**src/rtl/stb_offset_sweep.sv**
```systemverilog
`default_nettype none
// ============================================================================
//  Module      : stb_offset_sweep
//  Description : Calibration strobe sweeper. Re-emits the master strobe
//                delayed by a programmable offset that steps through one
//                full measured period, a configurable number of strobes per
//                offset point, under a start/done handshake.
//  Revision    : 1.0 - initial release
// ============================================================================
module stb_offset_sweep #(
    parameter int CNT_WIDTH  = 32,
    parameter int STEP_WIDTH = 16
) (
    input  logic                  clk_i,
    input  logic                  rst_i,
    input  logic                  stb_i,
    input  logic [CNT_WIDTH-1:0]  period_i,
    input  logic                  period_valid_i,
    input  logic                  start_i,
    input  logic [STEP_WIDTH-1:0] step_i,
    input  logic [7:0]            reps_i,
    output logic                  stb_o,
    output logic [CNT_WIDTH-1:0]  offset_o,
    output logic                  busy_o,
    output logic                  done_o,
    output logic                  err_o
);

    // ------------------------------------------------------------------------
    // State encoding
    // ------------------------------------------------------------------------
    typedef enum logic [1:0] {
        S_IDLE  = 2'd0,
        S_ARM   = 2'd1,
        S_DELAY = 2'd2
    } state_t;

    // Offset arithmetic is done one bit wider than the counters so that
    // offset + step can never wrap past the period comparison.
    localparam int c_NXT_WIDTH = CNT_WIDTH + 1;

    state_t                  r_state;
    logic                    r_stb_prev;
    logic [CNT_WIDTH-1:0]    r_per;
    logic [CNT_WIDTH-1:0]    r_offset;
    logic [CNT_WIDTH-1:0]    r_dly;
    logic [STEP_WIDTH-1:0]   r_step;
    logic [7:0]              r_reps;
    logic [7:0]              r_rep_cnt;
    logic                    r_stb;
    logic                    r_done;
    logic                    r_err;

    logic                    w_edge;
    logic                    w_start_ok;
    logic [7:0]              w_reps_eff;
    logic                    w_last_rep;
    logic [c_NXT_WIDTH-1:0]  w_nxt;
    logic                    w_sweep_end;

    // ------------------------------------------------------------------------
    // Combinational helpers
    // ------------------------------------------------------------------------
    assign w_edge      = stb_i & ~r_stb_prev;
    assign w_start_ok  = period_valid_i & (period_i != '0) & (step_i != '0);
    // A repetition count of zero still emits one strobe per point.
    assign w_reps_eff  = (r_reps == 8'd0) ? 8'd1 : r_reps;
    assign w_last_rep  = (r_rep_cnt >= w_reps_eff);
    assign w_nxt       = {1'b0, r_offset}
                       + {{(c_NXT_WIDTH-STEP_WIDTH){1'b0}}, r_step};
    assign w_sweep_end = (w_nxt >= {1'b0, r_per});

    // Previous strobe level for rising-edge detection.
    always_ff @(posedge clk_i) begin
        if (rst_i) begin
            r_stb_prev <= 1'b0;
        end else begin
            r_stb_prev <= stb_i;
        end
    end

    // Sweep controller: arm on an edge, count out the offset, pulse, then
    // decide in the following cycle whether to repeat, advance or finish.
    // The registered strobe doubles as the "pulse just issued" marker, which
    // is what places done_o one cycle after the final strobe.
    always_ff @(posedge clk_i) begin
        if (rst_i) begin
            r_state   <= S_IDLE;
            r_per     <= '0;
            r_step    <= '0;
            r_reps    <= '0;
            r_offset  <= '0;
            r_dly     <= '0;
            r_rep_cnt <= '0;
            r_stb     <= 1'b0;
            r_done    <= 1'b0;
            r_err     <= 1'b0;
        end else begin
            r_stb  <= 1'b0;
            r_done <= 1'b0;
            case (r_state)
                S_IDLE: begin
                    if (start_i) begin
                        if (w_start_ok) begin
                            r_per     <= period_i;
                            r_step    <= step_i;
                            r_reps    <= reps_i;
                            r_offset  <= '0;
                            r_rep_cnt <= '0;
                            r_err     <= 1'b0;
                            r_state   <= S_ARM;
                        end else begin
                            r_err <= 1'b1;
                        end
                    end
                end

                S_ARM: begin
                    if (!period_valid_i) begin
                        r_err   <= 1'b1;
                        r_state <= S_IDLE;
                    end else if (w_edge) begin
                        r_dly   <= r_offset;
                        r_state <= S_DELAY;
                    end
                end

                S_DELAY: begin
                    if (!period_valid_i) begin
                        r_err   <= 1'b1;
                        r_state <= S_IDLE;
                    end else if (r_stb) begin
                        // Cycle after the pulse: repeat, advance or finish.
                        if (!w_last_rep) begin
                            r_state <= S_ARM;
                        end else begin
                            r_rep_cnt <= '0;
                            if (w_sweep_end) begin
                                r_done  <= 1'b1;
                                r_state <= S_IDLE;
                            end else begin
                                r_offset <= w_nxt[CNT_WIDTH-1:0];
                                r_state  <= S_ARM;
                            end
                        end
                    end else if (r_dly == '0) begin
                        // A coincident edge is deliberately ignored here.
                        r_stb     <= 1'b1;
                        r_rep_cnt <= r_rep_cnt + 8'd1;
                    end else if (w_edge) begin
                        // New edge before the delay expired: the period has
                        // shrunk below the offset, restart from this edge.
                        r_err <= 1'b1;
                        r_dly <= r_offset;
                    end else begin
                        r_dly <= r_dly - 1'b1;
                    end
                end

                default: begin
                    r_state <= S_IDLE;
                end
            endcase
        end
    end

    // ------------------------------------------------------------------------
    // Outputs (all driven straight from registers)
    // ------------------------------------------------------------------------
    assign stb_o    = r_stb;
    assign done_o   = r_done;
    assign err_o    = r_err;
    assign offset_o = r_offset;
    assign busy_o   = (r_state != S_IDLE);

endmodule
`default_nettype wire
```
**config.mk**
```make
export PLATFORM = sky130hd
export DESIGN_NAME = stb_offset_sweep
export DESIGN_NICKNAME = d
export VERILOG_FILES = /design/src/rtl/stb_offset_sweep.sv
export SDC_FILE = /design/constraint.sdc
export NUM_CORES = 1
export LEC_CHECK = 0
export CAP_MARGIN = 15
export CORE_UTILIZATION = 54
export DETAILED_ROUTE_END_ITERATION = 10
export GPL_TIMING_DRIVEN = 0
export PLACE_DENSITY = 0.78
export SLEW_MARGIN = 20
export SYNTH_ARGS = -nofsm -noshare
export SYNTH_HDL_FRONTEND = slang
export SYNTH_SLANG_ARGS = --single-unit
```
**constraint.sdc**
```tcl
create_clock -name clk_i -period 8.3 [get_ports clk_i]
set_input_delay 1.245 -clock clk_i [delete_from_list [all_inputs] [get_ports clk_i]]
set_output_delay 1.245 -clock clk_i [all_outputs]
set_load 0.05 [all_outputs]
```
; ---- Yosys cells after proc, flatten, opt, wreduce, memory -nomap -nowiden
; Cells that the tools add are included.
[op_classes]
n_eq_ne = 20
muxes = 41
addsub = 3
bitwise_logic = 8
magnitude_cmp = 2
reduce_logical = 17
[op_table]
columns = operator, n
row1 = $mux 32, 12
row2 = $pmux 32 s2, 2
row3 = $mux 8, 7
row4 = $add 32x16->33, 1
row5 = $ge 33x32->1, 1
row6 = $logic_not 32->1, 1
row7 = $reduce_bool 32->1, 1
row8 = $sub 32x1->32 const B, 1
row9 = $ne 2x2->1 const B, 11
row10 = $ne 3x3->1 const B, 7
row11 = $reduce_and 6->1, 3
row12 = $pmux 8 s2, 1
row13 = $reduce_bool 16->1, 1
row14 = $mux 2, 6
row15 = $mux 1, 11
row16 = $add 8x1->8 const B, 1
row17 = $ge 8x8->1, 1
row18 = $logic_not 8->1, 1
row19 = $reduce_and 7->1, 1
row20 = $pmux 2 s3, 1
row21 = $reduce_bool 2->1, 3
row22 = $not 1->1, 5
row23 = $reduce_or 5->1, 1
row24 = $reduce_and 4->1, 1
row25 = other kinds (8), 10
[totals]
reg_bits = 134
inputBits = 61

; ---- Depth between registers and ports, before layout
; Gate-level depths: netlist (run 1).
[depth]
ltp_word = 7
ltp_mapped = 22
ltp_nobuf = 20

; ---- Worst setup path before layout (run 1)
; OpenSTA, ideal clock, no wires.
[synth_path]
path_type = register to register
start = register r_offset[0], in the netlist offset_o[0]
end = register r_offset[31], in the netlist offset_o[31]
t_arrival_ns = 4.656
setup_ns = 0.122
path_slack_ns = 3.522
path_stages_with_launch = 19
synth_period_minus_slack_ns = 4.778
path_buffers = 1
path_cell_list = dfxtp_1 ha_1 fa_1 a211oi_2 nor3_1 or4_1 a21oi_2 o21ai_0 xor2_1 ha_1 a21oi_1 nor2_1 a2111o_1 o31a_1 nor3_2 a21boi_1 o21a_1 buf_2 a221o_1
[synth_between]
elab_chain_len = 6
word_cells_on_any_way = 9
[synth_rtl]
columns = item, line
row1 = start: declaration, 45  ; logic [CNT_WIDTH-1:0] r_offset;
row2 = start signal: assignment, 142  ; r_offset <= w_nxt[CNT_WIDTH-1:0];
row3 = $add 32x16->33 (*), 70  ; + {{(c_NXT_WIDTH-STEP_WIDTH){1'b0}}, r_step};
row4 = branches (longest 5 deep; another with $ge 33x32->1), -
; Every way passes the cells marked *. The select of a mux whose other input is x is not followed.
; A chain may end at the register's enable or synchronous reset.

; ---- Worst setup path after layout (run 1)
[layout_path]
start = register r_offset[0], in the netlist offset_o[0]
end = register r_offset[30], in the netlist offset_o[30]
; The elaborated chain is that of the path after synthesis.

==> results.sh, run 1 <==
export IMPL_insertion_delay_ns=0.43
export IMPL_io_buffer_count=94
export IMPL_drcViolationCount=0
export IMPL_firstDrtPassIters=6
export IMPL_grt_pass1_vias=7186
export IMPL_synth_seq_area_share=0.333
export IMPL_finalWirelength_mm=23.1
export IMPL_syn2layout_area_growth_pct=21.3
export IMPL_io_pins=97
export IMPL_timing_hold_worst_endpoint="r_dly[11]"
export IMPL_synthTopCellsByCount="sky130_fd_sc_hd__dfxtp_1 (134), sky130_fd_sc_hd__nor2_1 (125), sky130_fd_sc_hd__nand2_1 (84), sky130_fd_sc_hd__a21oi_1 (69), sky130_fd_sc_hd__ha_1 (62)"
export IMPL_floorplan_die_area_sq_mm=0.0154
export IMPL_max_vdd_ir_drop_v=0.000157
export IMPL_synth_cell_type_count=66
export IMPL_final_min_clock_period_ns=5.79
export IMPL_fraction_of_registers_with_async_set_reset=0
export IMPL_critical_path_buf_inv_count=2
export IMPL_hold_viol=0
export IMPL_clock_fmax_mhz=173
export IMPL_cts_buffers_inserted=17
export IMPL_final_setup_viol_count=0
export IMPL_power_leakage_nw=4.04
export IMPL_end_kind="register"
export IMPL_regToRegStartpoint="offset_o[0]"
export IMPL_syn_nets=1110
export IMPL_initial_utilization=0.554
export IMPL_min_path_type="reg -> reg"
export IMPL_yosys_top_cells_area="sky130_fd_sc_hd__dfxtp_1 (33%), sky130_fd_sc_hd__ha_1 (9.6%), sky130_fd_sc_hd__mux2i_1 (7.1%), sky130_fd_sc_hd__nor2_1 (5.8%), sky130_fd_sc_hd__a21oi_1 (4.3%)"
export IMPL_post_synth_inst_count=986
export IMPL_rrSetupSlack_ns=2.51
export IMPL_placeableCoreArea_sq_mm=0.0145
export IMPL_htreeDepth=4
export IMPL_grt_busiest_layer="met2"
export IMPL_slowest_stage="sky130_fd_sc_hd__or4_1"
export IMPL_worst_r2r_endpoint="offset_o[30]"
export IMPL_synth_seq_cells=134
export IMPL_yosysWarningCount=0
export IMPL_detail_route_iter0_violations=755
export IMPL_postRouteAntennaNets=0
export IMPL_cts_tree="built"
export IMPL_number_of_flops_mapped_to_enable_cells_by_yosys=0
export IMPL_cts_sinks=134
export IMPL_cts_setup_buffers=0
export IMPL_maximum_number_of_pins_on_one_net_before_global_route_repair=17
export IMPL_num_vias=7869
export IMPL_met2_usage=0.495
export IMPL_criticalPathCategory="reg -> reg"
export IMPL_post_route_cells_drive_above_1_share=0.0585
export IMPL_critical_path_startpoint_type="register"
export IMPL_status="completed"
export IMPL_antenna_violations_before_repair=0
export IMPL_slew_at_the_pin_with_the_worst_max_slew_slack_ns=0.875
export IMPL_design_power_total_mw=2.08
export IMPL_min_path_cells=2
export IMPL_min_period_over_period=0.698
export IMPL_cts_root_buffer_cell="sky130_fd_sc_hd__clkbuf_16"
export IMPL_maximum_buffer_depth_of_the_clock_tree=2
export IMPL_gr_total_overflow=0
export IMPL_final_max_slew_viol_count=0
export IMPL_avgViaCountPerCell=6.07
export IMPL_hold_start="r_dly[11]"
export IMPL_die_h_um=124
export IMPL_num_nets_final=1223
export IMPL_post_cts_resized=0
export IMPL_setup_repair_after_global_routing_missed_its_margin="no"
export IMPL_grt_util_met3=0.0563
export IMPL_weighted_congestion_at_the_end_of_routability_driven_global_placement=0.941
export IMPL_power_density_mw_per_mm2=213
export IMPL_ctsHoldBuffers=0
export IMPL_detailedPlacementHpwl_mm=17.3
export IMPL_ff2ff_path_depth=22
export IMPL_gr_usage_met1=0.400
export IMPL_placement_rows=44
export IMPL_crit_chain="ha_1 > fa_1 > a211oi_2 > nor3_1 > or4_1 > a21oi_2 > nand2_1 > and3b_1 > clkbuf_1 > nand2_1 > xnor2_1 > ha_1 > nand4_1 > nor2_1 > nand3_1 > nor4_1 > o31a_1 > nor3_2 > a21boi_1 > o21a_1 > clkbuf_1 > a22o_1"
export IMPL_crit_required_ns=8.66
export IMPL_synthDominantAreaCellType="sky130_fd_sc_hd__dfxtp_1"
export IMPL_maxCapViolations=0
export IMPL_critical_path_startpoint="offset_o[0]"
export IMPL_worst_setup_hold_path_clk_slew_ns=0.06
export IMPL_wl_per_cell_um=17.8
export IMPL_worstPathMaxFanout=10
export IMPL_avgSynthCellArea_sq_um=8.17
export IMPL_flip_flop_cell_with_the_highest_count_after_synthesis="sky130_fd_sc_hd__dfxtp_1"
export IMPL_critical_path_top_delay_family="simple AND/OR/NAND/NOR gates"
export IMPL_yosysMostFrequentCell="sky130_fd_sc_hd__dfxtp_1"
export IMPL_tns_ns=0
export IMPL_die_width_um=124
export IMPL_max_slew_margin_rel=0.417
export IMPL_grt_first_pass_wirelength_mm=36.0
export IMPL_synth_largest_type_area_fraction=0.333
export IMPL_skew_ns=0.0114
export IMPL_antenna_diode_count=0
export IMPL_crit_arrival_ns=6.15
export IMPL_grt_util_all_layers=0.308
export IMPL_cpPeakStageDelay_ns=0.51
export IMPL_post_synthesis_cell_area_sq_mm=0.00806
==> per-stage QoR <==
stage               setup WS (ns)  hold slack (ns)  utilization  cell area, sq um  cells
global placement             2.74            0.468        0.635              9230   1264
CTS                          2.62            0.477        0.673              9780   1296
floorplan                    3.52            0.444            -              8060    986
global route                 2.25            0.510        0.673              9780   1296
detailed placement           2.66            0.469        0.635              9230   1264
finish                       2.51            0.487        0.673              9780   1296
==> flip-flops by register name, indices dropped and copies added, names as in the netlist <==
signal / cells
err_o: 1
r_dly: 32
r_reps: 8
stb_o: 1
r_per: 32
offset_o: 32
r_stb_prev: 1
r_state: 2
done_o: 1
r_rep_cnt: 8
r_step: 16
==> power by group <==
part | leakage [nW] | internal, mW | switching (mW)
combinational | 2.68 | 0.244 | 0.398
sequential | 1.09 | 0.696 | 0.0490
clock | 0.268 | 0.403 | 0.294
==> layout by cell type, fill, tap and decap left out, drive strengths merged, types with 3 or more instances in the layout <==
master         count
a21oi             70
o41ai              3
nor4              22
clkbuf            57
and2               3
buf               17
o21a               5
nand2             84
o22ai              8
a22o              19
dfxtp            134
nand2b            13
clkinv             8
clkinvlp           3
clkdlybuf4s50     94
o31ai              6
xnor2             22
or3                7
nor3              24
xor2               8
inv               58
a22oi              8
nand3             19
a211oi            19
nand4             19
nand4b             7
nor2b              4
o211ai            11
or4                5
mux2i             57
and3              11
o21ai             57
a31oi              5
nor3b              4
nor2             125
a21o               4
a221o              5
ha                62
==> worst max path at each step <==
stage                   end  slack (ns)  depth (start not counted)
2_1_floorplan  offset_o[31]        3.52                         18
3_3_place_gp   offset_o[26]        2.74                         22
3_5_place_dp   offset_o[30]        2.66                         22
4_1_cts        offset_o[30]        2.62                         22
5_1_grt        offset_o[28]        2.25                         22
6_report       offset_o[30]        2.51                         22
==> metal layers <==
metal,part of all wire,routed length (um)
met1,0.43,9990
met3,0.073,1680
met5,0,0
met4,0.026,603
met2,0.47,10800
==> worst reg2reg max path, stage by stage, from the launching register on <==
cell	delay, ns
sky130_fd_sc_hd__dfxtp_1	0.39
sky130_fd_sc_hd__ha_1	0.27
sky130_fd_sc_hd__fa_1	0.49
sky130_fd_sc_hd__a211oi_2	0.27
sky130_fd_sc_hd__nor3_1	0.12
sky130_fd_sc_hd__or4_1	0.51
sky130_fd_sc_hd__a21oi_2	0.25
sky130_fd_sc_hd__nand2_1	0.09
sky130_fd_sc_hd__and3b_1	0.18
sky130_fd_sc_hd__clkbuf_1	0.20
sky130_fd_sc_hd__nand2_1	0.12
sky130_fd_sc_hd__xnor2_1	0.10
sky130_fd_sc_hd__ha_1	0.34
sky130_fd_sc_hd__nand4_1	0.15
sky130_fd_sc_hd__nor2_1	0.13
sky130_fd_sc_hd__nand3_1	0.11
sky130_fd_sc_hd__nor4_1	0.45
sky130_fd_sc_hd__o31a_1	0.26
sky130_fd_sc_hd__nor3_2	0.09
sky130_fd_sc_hd__a21boi_1	0.28
sky130_fd_sc_hd__o21a_1	0.28
sky130_fd_sc_hd__clkbuf_1	0.41
sky130_fd_sc_hd__a22o_1	0.23
==> cell type report <==
cell class              instances  area, sq um
inverters                      57          214
multi-input cells             741         4930
flip-flops and latches        134         2680
clock inverters                12         78.8
clock buffers                  20          467
plain buffers                  54          231
fillers                      1239         4760
well taps                     184          230
repair buffers                 94          941
==> cells by family after synthesis <==
group | share of synthesized area
AND/OR/NAND/NOR | 0.214
AO/OA/AOI/OAI | 0.196
flip-flops | 0.333
buffers and inverters | 0.0553
adder cells (fa/ha/maj) | 0.0987
multiplexers | 0.0708
XOR/XNOR | 0.0326
(Power assumes the default switching activity.)
==> run 2: changes to the inputs <==
Settings changed: CORE_UTILIZATION 54 to 51, PLACE_DENSITY 0.78 to 0.77.
Clock period 8.3 ns to 4.8 ns, I/O delays scaled along.
==> run 2 against run 1 <==
Compared with the run above:
- critical path depth unchanged
- critical endpoint is now offset_o[29]
- worst hold slack lost 0.0017 ns
- die area increased by 5.8%
- fmax is 22% higher
- non-clock buffer count increased by 20
- sequential power increased by 73%
- global-route usage fell by 1.5 points
- clock skew barely moved
==> results.sh, run 2 (same netlist as run 1, synthesis figures left out) <==
export IMPL_maximum_number_of_pins_on_one_net_before_global_route_repair=17
export IMPL_timing_hold_worst_endpoint="r_dly[11]"
export IMPL_grt_util_all_layers=0.292
export IMPL_end_kind="register"
export IMPL_grt_pass1_vias=7272
export IMPL_skew_ns=0.0111
export IMPL_syn2layout_area_growth_pct=29.6
export IMPL_hold_viol=0
export IMPL_maximum_buffer_depth_of_the_clock_tree=2
export IMPL_maxCapViolations=0
export IMPL_weighted_congestion_at_the_end_of_routability_driven_global_placement=0.938
export IMPL_floorplan_die_area_sq_mm=0.0163
export IMPL_slowest_stage="sky130_fd_sc_hd__or4_4"
export IMPL_cts_tree="built"
export IMPL_regToRegStartpoint="offset_o[0]"
export IMPL_drcViolationCount=0
export IMPL_postRouteAntennaNets=0
export IMPL_criticalPathCategory="reg -> reg"
export IMPL_placement_rows=45
export IMPL_post_place_ws_ns=-0.752
export IMPL_final_setup_worst_slack_ns=0.0599
export IMPL_cts_root_buffer_cell="sky130_fd_sc_hd__clkbuf_16"
export IMPL_cp_depth=22
export IMPL_hold_start="r_dly[11]"
export IMPL_io_pins=97
export IMPL_multi_input_area_sq_mm=0.00523
export IMPL_finalWirelength_mm=24.3
export IMPL_power_leakage_nw=4.27
export IMPL_worst_setup_hold_path_clk_slew_ns=0.06
export IMPL_num_nets_final=1243
export IMPL_post_route_cells_drive_above_1_share=0.117
export IMPL_min_path_cells=2
export IMPL_cts_buffers_inserted=17
export IMPL_critical_path_top_delay_family="simple AND/OR/NAND/NOR gates"
export IMPL_critical_path_buf_inv_count=2
export IMPL_wl_per_cell_um=18.1
export IMPL_clock_fmax_mhz=211
export IMPL_final_max_slew_viol_count=0
export IMPL_detailedPlacementHpwl_mm=17.3
export IMPL_die_h_um=128
export IMPL_antenna_violations_before_repair=0
export IMPL_gr_total_overflow=0
export IMPL_crit_required_ns=5.12
export IMPL_rrSetupSlack_ns=0.06
export IMPL_detail_route_iter0_violations=803
export IMPL_status="completed"
export IMPL_die_width_um=128
export IMPL_worst_r2r_endpoint="offset_o[29]"
export IMPL_slew_at_the_pin_with_the_worst_max_slew_slack_ns=0.914
export IMPL_crit_arrival_ns=5.06
export IMPL_setup_repair_after_global_routing_missed_its_margin="yes"
export IMPL_max_vdd_ir_drop_v=0.000284
export IMPL_min_path_type="reg -> reg"
export IMPL_final_min_clock_period_ns=4.74
export IMPL_io_buffer_count=94
export IMPL_final_setup_viol_count=0
export IMPL_antenna_diode_count=0
export IMPL_htreeDepth=4
export IMPL_worstPathMaxFanout=8
export IMPL_critical_path_startpoint="offset_o[0]"
export IMPL_power_density_mw_per_mm2=378
export IMPL_cts_sinks=134
export IMPL_insertion_delay_ns=0.44
export IMPL_ff2ff_path_depth=22
export IMPL_fin_hold_ws_ns=0.485
export IMPL_crit_chain="ha_4 > fa_2 > a211oi_4 > nor3_2 > or4_4 > a21oi_4 > nand2_2 > and3b_2 > nand4_1 > xnor2_2 > ha_1 > nand4_1 > nor2_2 > nand3_2 > nor4_4 > o31a_1 > nor3_4 > buf_6 > nand2_8 > buf_6 > nor3_1 > a221o_1"
export IMPL_cpPeakStageDelay_ns=0.51
export IMPL_initial_utilization=0.526
export IMPL_max_slew_margin_rel=0.391
export IMPL_seqCellArea_sq_mm=0.00269
export IMPL_firstDrtPassIters=6
export IMPL_ctsHoldBuffers=0
export IMPL_placeableCoreArea_sq_mm=0.0153
export IMPL_min_period_over_period=0.988
export IMPL_grt_first_pass_wirelength_mm=36.9
export IMPL_avgViaCountPerCell=5.96
export IMPL_critical_path_startpoint_type="register"
export IMPL_layout_commonest_cell="sky130_fd_sc_hd__dfxtp_1"
export IMPL_fillers=1223
export IMPL_num_vias=7995
export IMPL_leading_cell_types_in_the_layout_fill_and_taps_excluded="sky130_fd_sc_hd__dfxtp_1 (131), sky130_fd_sc_hd__nor2_1 (118), sky130_fd_sc_hd__clkdlybuf4s50_1 (94)"
==> run 2: changes by cell type in the layout (fill, tap and decap cells not counted), sizes merged <==
| cell | delta |
|---|---|
| inv | -1 |
| bufinv | +6 |
| clkbuf | -6 |
| buf | +25 |
| clkinvlp | -1 |
| clkinv | -4 |
==> run 2: cell type report <==
cell class | count | area share
clock inverters | 12 | 0.0217
multi-input cells | 741 | 0.501
clock buffers | 19 | 0.0424
well taps | 211 | 0.0253
plain buffers | 51 | 0.0235
inverters | 57 | 0.0205
repair buffers | 117 | 0.108
flip-flops and latches | 134 | 0.258
==> run 2: worst reg2reg max path: cells and delay by family (launching register included) <==
family,cells,cell delay (ns)
flops,1,0.36
xor+xnor,1,0.09
simple gates,12,2.01
fa+ha+maj,3,0.87
buf+inv,2,0.26
compound gates,4,1.00
==> run 2: what timing repair did <==
action / in CTS / in global routing
pin swaps: 11 / 39
resized for setup: 24 / 58
gates cloned: 0 / 2
endpoints found under the setup margin: 33 / 34
setup buffers: 8 / 13
==> run 2: where the power goes <==
part           leakage, nW  switching [mW]  internal [mW]
Combinational         2.86           0.718          0.451
Sequential            1.09          0.0881           1.20
Clock                0.319           0.509          0.985
==> run 2: metrics by stage <==
step | setup TNS [ns] | cell area [sq um] | cells | util | power (mW)
after floorplan | 0 | 8060 | 986 | - | 2.09
after global placement | -18.52 | 9260 | 1291 | 0.605 | 2.38
after detailed placement | -18.99 | 9260 | 1291 | 0.605 | 2.39
after CTS | 0 | 10100 | 1328 | 0.657 | 3.89
after global routing | -1.28 | 10400 | 1342 | 0.682 | 4.12
final | 0 | 10400 | 1342 | 0.682 | 3.95
==> run 2: worst max path at each step <==
stage	endpoint	slack [ns]
2_1_floorplan	offset_o[31]	0.02
3_3_place_gp	offset_o[28]	-0.73
3_5_place_dp	offset_o[30]	-0.75
4_1_cts	offset_o[17]	0.0009
5_1_grt	offset_o[25]	-0.17
6_report	offset_o[29]	0.06
==> run 2: routing by layer <==
| metal | up-vias | track usage | share of wire |
|---|---|---|---|
| met1 | 3764 | 0.382 | 0.43 |
| met5 | - | 0 | 0 |
| met2 | 368 | 0.478 | 0.47 |
| met4 | 0 | 0.114 | 0.023 |
| li1 | 3809 | - | - |
| met3 | 54 | 0.0551 | 0.073 |
